$ cat src/rtl/mul_div_pkg.sv
// Shared constants, FSM state encoding and operation codes for the multiply/divide unit.
package mul_div_pkg;

    localparam int unsigned WIDTH  = 16;
    localparam int unsigned ADDR_W = 4;
    localparam int unsigned CNT_W  = 5;

    localparam logic OP_MUL = 1'b0;
    localparam logic OP_DIV = 1'b1;

    typedef enum logic [1:0] {
        IDLE  = 2'd0,
        RUN   = 2'd1,
        WRITE = 2'd2
    } state_e;

endpackage

$ cat src/rtl/mul_div_if.sv
// Request/result bundle between the register file and the multiply/divide unit.
interface mul_div_if #(
    parameter int unsigned WIDTH  = mul_div_pkg::WIDTH,
    parameter int unsigned ADDR_W = mul_div_pkg::ADDR_W
);
    logic              start;
    logic              op;
    logic [WIDTH-1:0]  A;
    logic [WIDTH-1:0]  B;
    logic [ADDR_W-1:0] dest;
    logic [WIDTH-1:0]  C;
    logic [ADDR_W-1:0] Caddr;
    logic              load;
    logic [WIDTH-1:0]  hi;
    logic              busy;
    logic              dz;

    modport master (
        output start, op, A, B, dest,
        input  C, Caddr, load, hi, busy, dz
    );

    modport slave (
        input  start, op, A, B, dest,
        output C, Caddr, load, hi, busy, dz
    );
endinterface

$ cat src/rtl/mul_div_step.sv
// One radix-2 iteration: shift-add multiply or restoring divide on the {acc, lo} pair.
module mul_div_step #(
    parameter int unsigned WIDTH = mul_div_pkg::WIDTH
) (
    input  logic             op,
    input  logic [WIDTH-1:0] a,
    input  logic [WIDTH-1:0] b,
    input  logic [WIDTH-1:0] acc,
    input  logic [WIDTH-1:0] lo,
    output logic [WIDTH-1:0] acc_next,
    output logic [WIDTH-1:0] lo_next
);
    import mul_div_pkg::*;

    logic [WIDTH:0]   sum;
    logic [WIDTH:0]   shifted;
    logic [WIDTH-1:0] addend;
    logic [WIDTH-1:0] rem_sub;
    logic             fits;

    always_comb begin
        // Multiply: acc is the product high half, lo holds the remaining multiplier bits.
        addend  = lo[0] ? a : '0;
        sum     = {1'b0, acc} + {1'b0, addend};
        // Divide: acc is the partial remainder, lo shifts dividend out and quotient in.
        shifted = {acc, lo[WIDTH-1]};
        rem_sub = shifted[WIDTH-1:0] - b;
        fits    = shifted >= {1'b0, b};

        if (op == OP_MUL) begin
            acc_next = sum[WIDTH:1];
            lo_next  = {sum[0], lo[WIDTH-1:1]};
        end else begin
            acc_next = fits ? rem_sub : shifted[WIDTH-1:0];
            lo_next  = {lo[WIDTH-2:0], fits};
        end
    end
endmodule

$ cat src/rtl/mul_div_unit.sv
// Iterative 16-bit unsigned multiply/divide unit writing results back to a register file.
module mul_div_unit #(
    parameter int unsigned WIDTH  = mul_div_pkg::WIDTH,
    parameter int unsigned ADDR_W = mul_div_pkg::ADDR_W
) (
    input logic       clk,
    input logic       clear,
    mul_div_if.slave  bus
);
    import mul_div_pkg::*;

    localparam logic [CNT_W-1:0] LAST_STEP = CNT_W'(WIDTH - 1);

    state_e            state_q, state_d;
    logic [CNT_W-1:0]  cnt_q, cnt_d;
    logic              op_q, op_d;
    logic [WIDTH-1:0]  a_q, a_d;
    logic [WIDTH-1:0]  b_q, b_d;
    logic [ADDR_W-1:0] dest_q, dest_d;
    logic [WIDTH-1:0]  acc_q, acc_d;
    logic [WIDTH-1:0]  lo_q, lo_d;
    logic [WIDTH-1:0]  c_q, c_d;
    logic [WIDTH-1:0]  hi_q, hi_d;
    logic [ADDR_W-1:0] caddr_q, caddr_d;
    logic              dz_q, dz_d;

    logic [WIDTH-1:0]  acc_step;
    logic [WIDTH-1:0]  lo_step;

    mul_div_step #(
        .WIDTH (WIDTH)
    ) u_step (
        .op       (op_q),
        .a        (a_q),
        .b        (b_q),
        .acc      (acc_q),
        .lo       (lo_q),
        .acc_next (acc_step),
        .lo_next  (lo_step)
    );

    always_comb begin
        state_d = state_q;
        cnt_d   = cnt_q;
        op_d    = op_q;
        a_d     = a_q;
        b_d     = b_q;
        dest_d  = dest_q;
        acc_d   = acc_q;
        lo_d    = lo_q;
        c_d     = c_q;
        hi_d    = hi_q;
        caddr_d = caddr_q;
        dz_d    = dz_q;

        unique case (state_q)
            IDLE: begin
                if (bus.start) begin
                    op_d   = bus.op;
                    a_d    = bus.A;
                    b_d    = bus.B;
                    dest_d = bus.dest;
                    cnt_d  = '0;
                    acc_d  = '0;
                    lo_d   = (bus.op == OP_DIV) ? bus.A : bus.B;
                    if (bus.op == OP_DIV && bus.B == '0) begin
                        // Divide by zero bypasses the iteration entirely.
                        state_d = WRITE;
                        c_d     = '1;
                        hi_d    = bus.A;
                        caddr_d = bus.dest;
                        dz_d    = 1'b1;
                    end else begin
                        state_d = RUN;
                    end
                end
            end
            RUN: begin
                acc_d = acc_step;
                lo_d  = lo_step;
                cnt_d = cnt_q + 1'b1;
                if (cnt_q == LAST_STEP) begin
                    state_d = WRITE;
                    cnt_d   = '0;
                    c_d     = lo_step;
                    hi_d    = acc_step;
                    caddr_d = dest_q;
                    dz_d    = 1'b0;
                end
            end
            WRITE: begin
                state_d = IDLE;
            end
            default: begin
                state_d = IDLE;
            end
        endcase
    end

    always_ff @(posedge clk) begin
        if (clear) begin
            state_q <= IDLE;
            cnt_q   <= '0;
            op_q    <= OP_MUL;
            a_q     <= '0;
            b_q     <= '0;
            dest_q  <= '0;
            acc_q   <= '0;
            lo_q    <= '0;
            c_q     <= '0;
            hi_q    <= '0;
            caddr_q <= '0;
            dz_q    <= 1'b0;
        end else begin
            state_q <= state_d;
            cnt_q   <= cnt_d;
            op_q    <= op_d;
            a_q     <= a_d;
            b_q     <= b_d;
            dest_q  <= dest_d;
            acc_q   <= acc_d;
            lo_q    <= lo_d;
            c_q     <= c_d;
            hi_q    <= hi_d;
            caddr_q <= caddr_d;
            dz_q    <= dz_d;
        end
    end

    assign bus.C     = c_q;
    assign bus.Caddr = caddr_q;
    assign bus.hi    = hi_q;
    assign bus.dz    = dz_q;
    assign bus.busy  = (state_q != IDLE);
    // A clear arriving during WRITE suppresses the strobe so the aborted result is never written.
    assign bus.load  = (state_q == WRITE) && !clear;

endmodule

$ cat src/flat_wrapper.sv
// flat-port wrapper written by rule: the top's interface ports become plain ports
module mul_div_unit_flat import mul_div_pkg::*;
#(
    parameter int unsigned WIDTH  = mul_div_pkg::WIDTH,
    parameter int unsigned ADDR_W = mul_div_pkg::ADDR_W
)
  (clk, clear, bus_start, bus_op, bus_A, bus_B, bus_dest, bus_C, bus_Caddr, bus_load, bus_hi, bus_busy, bus_dz);
  mul_div_if #(.WIDTH(WIDTH), .ADDR_W(ADDR_W)) bus_i ();
  input logic clk;
  input logic clear;
  input wire logic [$bits(bus_i.start)-1:0] bus_start;
  input wire logic [$bits(bus_i.op)-1:0] bus_op;
  input wire logic [$bits(bus_i.A)-1:0] bus_A;
  input wire logic [$bits(bus_i.B)-1:0] bus_B;
  input wire logic [$bits(bus_i.dest)-1:0] bus_dest;
  output wire logic [$bits(bus_i.C)-1:0] bus_C;
  output wire logic [$bits(bus_i.Caddr)-1:0] bus_Caddr;
  output wire logic [$bits(bus_i.load)-1:0] bus_load;
  output wire logic [$bits(bus_i.hi)-1:0] bus_hi;
  output wire logic [$bits(bus_i.busy)-1:0] bus_busy;
  output wire logic [$bits(bus_i.dz)-1:0] bus_dz;
  assign bus_i.start = bus_start;
  assign bus_i.op = bus_op;
  assign bus_i.A = bus_A;
  assign bus_i.B = bus_B;
  assign bus_i.dest = bus_dest;
  assign bus_C = bus_i.C;
  assign bus_Caddr = bus_i.Caddr;
  assign bus_load = bus_i.load;
  assign bus_hi = bus_i.hi;
  assign bus_busy = bus_i.busy;
  assign bus_dz = bus_i.dz;
  mul_div_unit #(.WIDTH(WIDTH), .ADDR_W(ADDR_W)) u_core (.clk(clk), .clear(clear), .bus(bus_i));
endmodule
$ cat config.mk
export PLATFORM = sky130hd
export DESIGN_NAME = mul_div_unit_flat
export DESIGN_NICKNAME = d
export VERILOG_FILES = /design/src/rtl/mul_div_pkg.sv /design/src/rtl/mul_div_if.sv /design/src/rtl/mul_div_step.sv /design/src/rtl/mul_div_unit.sv /design/src/flat_wrapper.sv
export SDC_FILE = /design/constraint.sdc
export NUM_CORES = 1
export LEC_CHECK = 0
export CAP_MARGIN = 0
export CELL_PAD_IN_SITES_DETAIL_PLACEMENT = 0
export CELL_PAD_IN_SITES_GLOBAL_PLACEMENT = 1
export CORE_MARGIN = 1.5
export CORE_UTILIZATION = 45
export DETAILED_ROUTE_END_ITERATION = 10
export PLACE_DENSITY = 0.95
export SLEW_MARGIN = 5
export SYNTH_ARGS = -nofsm -noshare
export SYNTH_HDL_FRONTEND = slang
export SYNTH_SLANG_ARGS = --single-unit
export TNS_END_PERCENT = 100
$ cat constraint.sdc
create_clock -name clk -period 4.8 [get_ports clk]
set_input_delay 1.44 -clock clk [delete_from_list [all_inputs] [get_ports clk]]
set_output_delay 1.44 -clock clk [all_outputs]
set_load 0.01 [all_outputs]
==> results.txt <==
- Footprint of the flip-flops and latches: 0.00226 sq mm
- Global routing usage on met3: 4.25%
- H-tree depth: 4
- 79 I/O pins were placed.
* Worst setup SP type: primary input
* Critical path peak fanout: 2
* Die extent in y: around 120 um
* Element type at the critical path end: output pin
- In the global route stage, overall resource usage came out at 25.7%.
- For this design the static power due to leakage is 3.02 nW.
* Buffer levels on the longest clock path: 2
- Post-synth top flop: dfxtp_1
* Met2 Resource Use GR: 40.7%
- At the worst endpoint, the arrival time is about 2.5 ns.
- Maximum clock rate: roughly 0.26 GHz
- The worst pin sits at a relative slew slack of 49.3%.
* Area growth syn-to-layout: 21.6%
- The repair_antennas step left the layout with diodes totalling 0.
- Summing all placed instances gives a cell area of approximately 0.0075 sq mm.
- In this run, post-CTS repair resized a total of 0 instances.
- The share of the Yosys chip area taken by registers is approximately 34%.
* Hold violation count in the final report: 0
- Ratio of cells with drive above 1 in the final layout: 7.48%
* Final design instance area without fill: 0.00806 sq mm
- Before antenna repair, the detailed router went through 7 iterations.
- Net Count, Synth: 926
* Setup repair after global routing missed its margin: false
* GR Util met1: between 30 and 40%
- The tree is rooted in a clkbuf_16.
- Final Hold Slack: between 0.4 and 0.5 ns
- Number of nets in the finished design: 984
- Non-filler cells, final: 1106
- Core footprint: about 0.014 sq mm
- The later pin in the worst-skew pair is clocked with a latency of 0.42 ns.
- Clock Sinks: 113
* Power Dens Cells: 324 mW/mm^2
- Of all flip-flops after synthesis, the portion carrying an async set or reset was 0%.
- The number of global-route vias before repair came to approximately 6000.
- Wires add up to 19900 um.
* Post-layout minimum cycle time: 3.89 ns
- The worst hold path belongs to the class flop to flop.
- Number of max-slew violations in the final report: 0
* Synthesis-stage register bit count: between 100 and 150
- Number of synthesized flops with an enable pin: 0
- TritonCTS built the clock tree.
* Number of max-capacitance violations reported: 0
* Req. time, crit path: 3.36 ns
* Post-synthesis cell area: 0.00663 sq mm
- Share of the clock period used by the worst path after layout: 81.1%
* Fin Clk Skew: 0.0132 ns
- Core occupancy in the finished layout: 55.7%
- Dividing the detail-routed via count by the number of cells gives 5.74.
- Cells after synthesis: 851
- Clock-pin slew was measured on the worst setup and hold paths at 0.05 ns.
* Port-buffer cells: 78
- Site row count: 44
- Avg WL per Cell: 18.0 um
* Number of nets with antenna violations after detailed routing: 0
- For this run the aggregate overflow at the end of global routing stands at 0.
- Total via count after detailed routing: about 6400
- The floorplan step set the die width to 124 um.
- Count of synthesis-stage warnings from yosys: 0
* Setup Buffers After CTS: 0
- Starting density of the core: 45.8%
- The layout has roughly 1300 filler cells.
- First-pass GRT wire length: 31600 um
- Post-Place Setup Slack: about 0.57 ns
* Antenna violations before repair: 0
- Status: finished clean
- Setup violations remaining at the end of the flow were counted as 0.
- Setup TNS: 0 ns
- VDD sags by at most between 150 and 200 uV.
- Placed Cells: 1074
* Total power consumption of the routed design: 2.61 mW
- Transition at the pin with the smallest max-transition slack: 0.742 ns
* Post-Synthesis Mean Instance Area: 7.79 sq um
* Placer's final routability congestion estimate: 0.885
* Area of combinational cells with multiple inputs: 0.00404 sq mm
* DRC: 0
- Maximum number of pins on one net before global-route repair: 72
- Setup slack after layout: 0.906 ns
* Die area: around 0.015 sq mm
- Buffers inserted to repair hold after CTS numbered 0.
* Startpoint-to-endpoint class of the critical path: primary input to output pin
- Once detailed placement completed, the half-perimeter wirelength came to 14400 um.
* Number of DRC markers after the initial detailed-route iteration: 472
- Cell variety after synth: 58
* Most Crowded Layer GR: met2
- Inserted Clock Buffers: 17
path summary, 6_finish.rpt:
path / from / end / depth (start not counted) / slack [ns]
worst max register to register: u_core.lo_q[15]$_SDFFE_PP0P_ / u_core.bus.hi[13]$_SDFFE_PP0P_ / 10 / 1.46
worst min-delay path: u_core.a_q[7]$_SDFFE_PP0P_ / u_core.a_q[7]$_SDFFE_PP0P_ / 2 / 0.45
worst min register to register: u_core.a_q[7]$_SDFFE_PP0P_ / u_core.a_q[7]$_SDFFE_PP0P_ / 2 / 0.45
worst max-delay path: clear / bus_load / 3 / 0.91
kinds of logic after synthesis:
logic type | count (synthesis) | share of synthesized area [%]
fa+ha+maj | 35 | 6.83
compound gates | 229 | 21.6
buf+inv | 77 | 5.15
mux | 43 | 6.78
xor+xnor | 22 | 2.91
flops | 113 | 34.1
simple gates | 332 | 22.6
power by group:
| part | switching [mW] | leakage, nW | internal (mW) |
|---|---|---|---|
| Sequential | 0.0291 | 0.920 | 0.976 |
| Clock | 0.439 | 0.255 | 0.695 |
| Combinational | 0.280 | 1.84 | 0.191 |
| Total | 0.748 | 3.02 | 1.86 |
worst max-delay path, cell delays in order:
cell and delay (ns):
buf_4 0.13, nor3b_1 0.28, clkdlybuf4s50_1 0.60
cells in the mapped netlist, types with 15 or more instances:
cell type	n	share of area, %
nand2_1	143	8.1
mux2i_1	28	4.2
ha_1	33	6.2
inv_1	24	1.4
a211oi_1	19	2.2
clkbuf_1	39	2.2
nor3_1	45	3.4
a21oi_1	101	7.6
mux2_2	15	2.5
and2_1	20	1.9
nor2_1	72	4.1
o211ai_1	17	1.9
o21ai_0	24	1.8
xnor2_1	16	2.1
dfxtp_1	113	34
layout by cell type (no fill, tap or decap), types with 19 or more instances in the layout:
master	netlist	final
nand2_1	143	143
dfxtp_1	113	113
a21oi_1	101	100
clkdlybuf4s50_1	0	77
nor2_1	72	72
nor3_1	45	45
ha_1	33	33
mux2i_1	28	28
inv_1	24	24
o21ai_0	24	24
and2_1	20	19
a211oi_1	19	19
metal layers:
metal | vias up | share of wire [%]
met4 | 0 | 3.2
met3 | 38 | 5.1
met2 | 204 | 46
met5 | - | 0
li1 | 3140 | -
met1 | 2971 | 46
layout make-up:
type | count | share of cell area [%]
clock buffer | 23 | 5.93
sequential | 113 | 28.1
inverter | 24 | 1.12
tap | 184 | 2.86
clock inverter | 9 | 0.730
multi-input combinational | 661 | 50.2
timing repair buffer | 92 | 11.1
state kept, by name, indices dropped and copies added (netlist names):
name,flops
u_core.lo_q,16
u_core.op_q,1
u_core.acc_q,16
u_core.bus.hi,16
u_core.bus.C,16
u_core.state_q,2
u_core.cnt_q,5
u_core.a_q,16
u_core.bus.Caddr,4
u_core.b_q,16
u_core.bus.dz,1
u_core.dest_q,4
(Power assumes the default switching activity.)
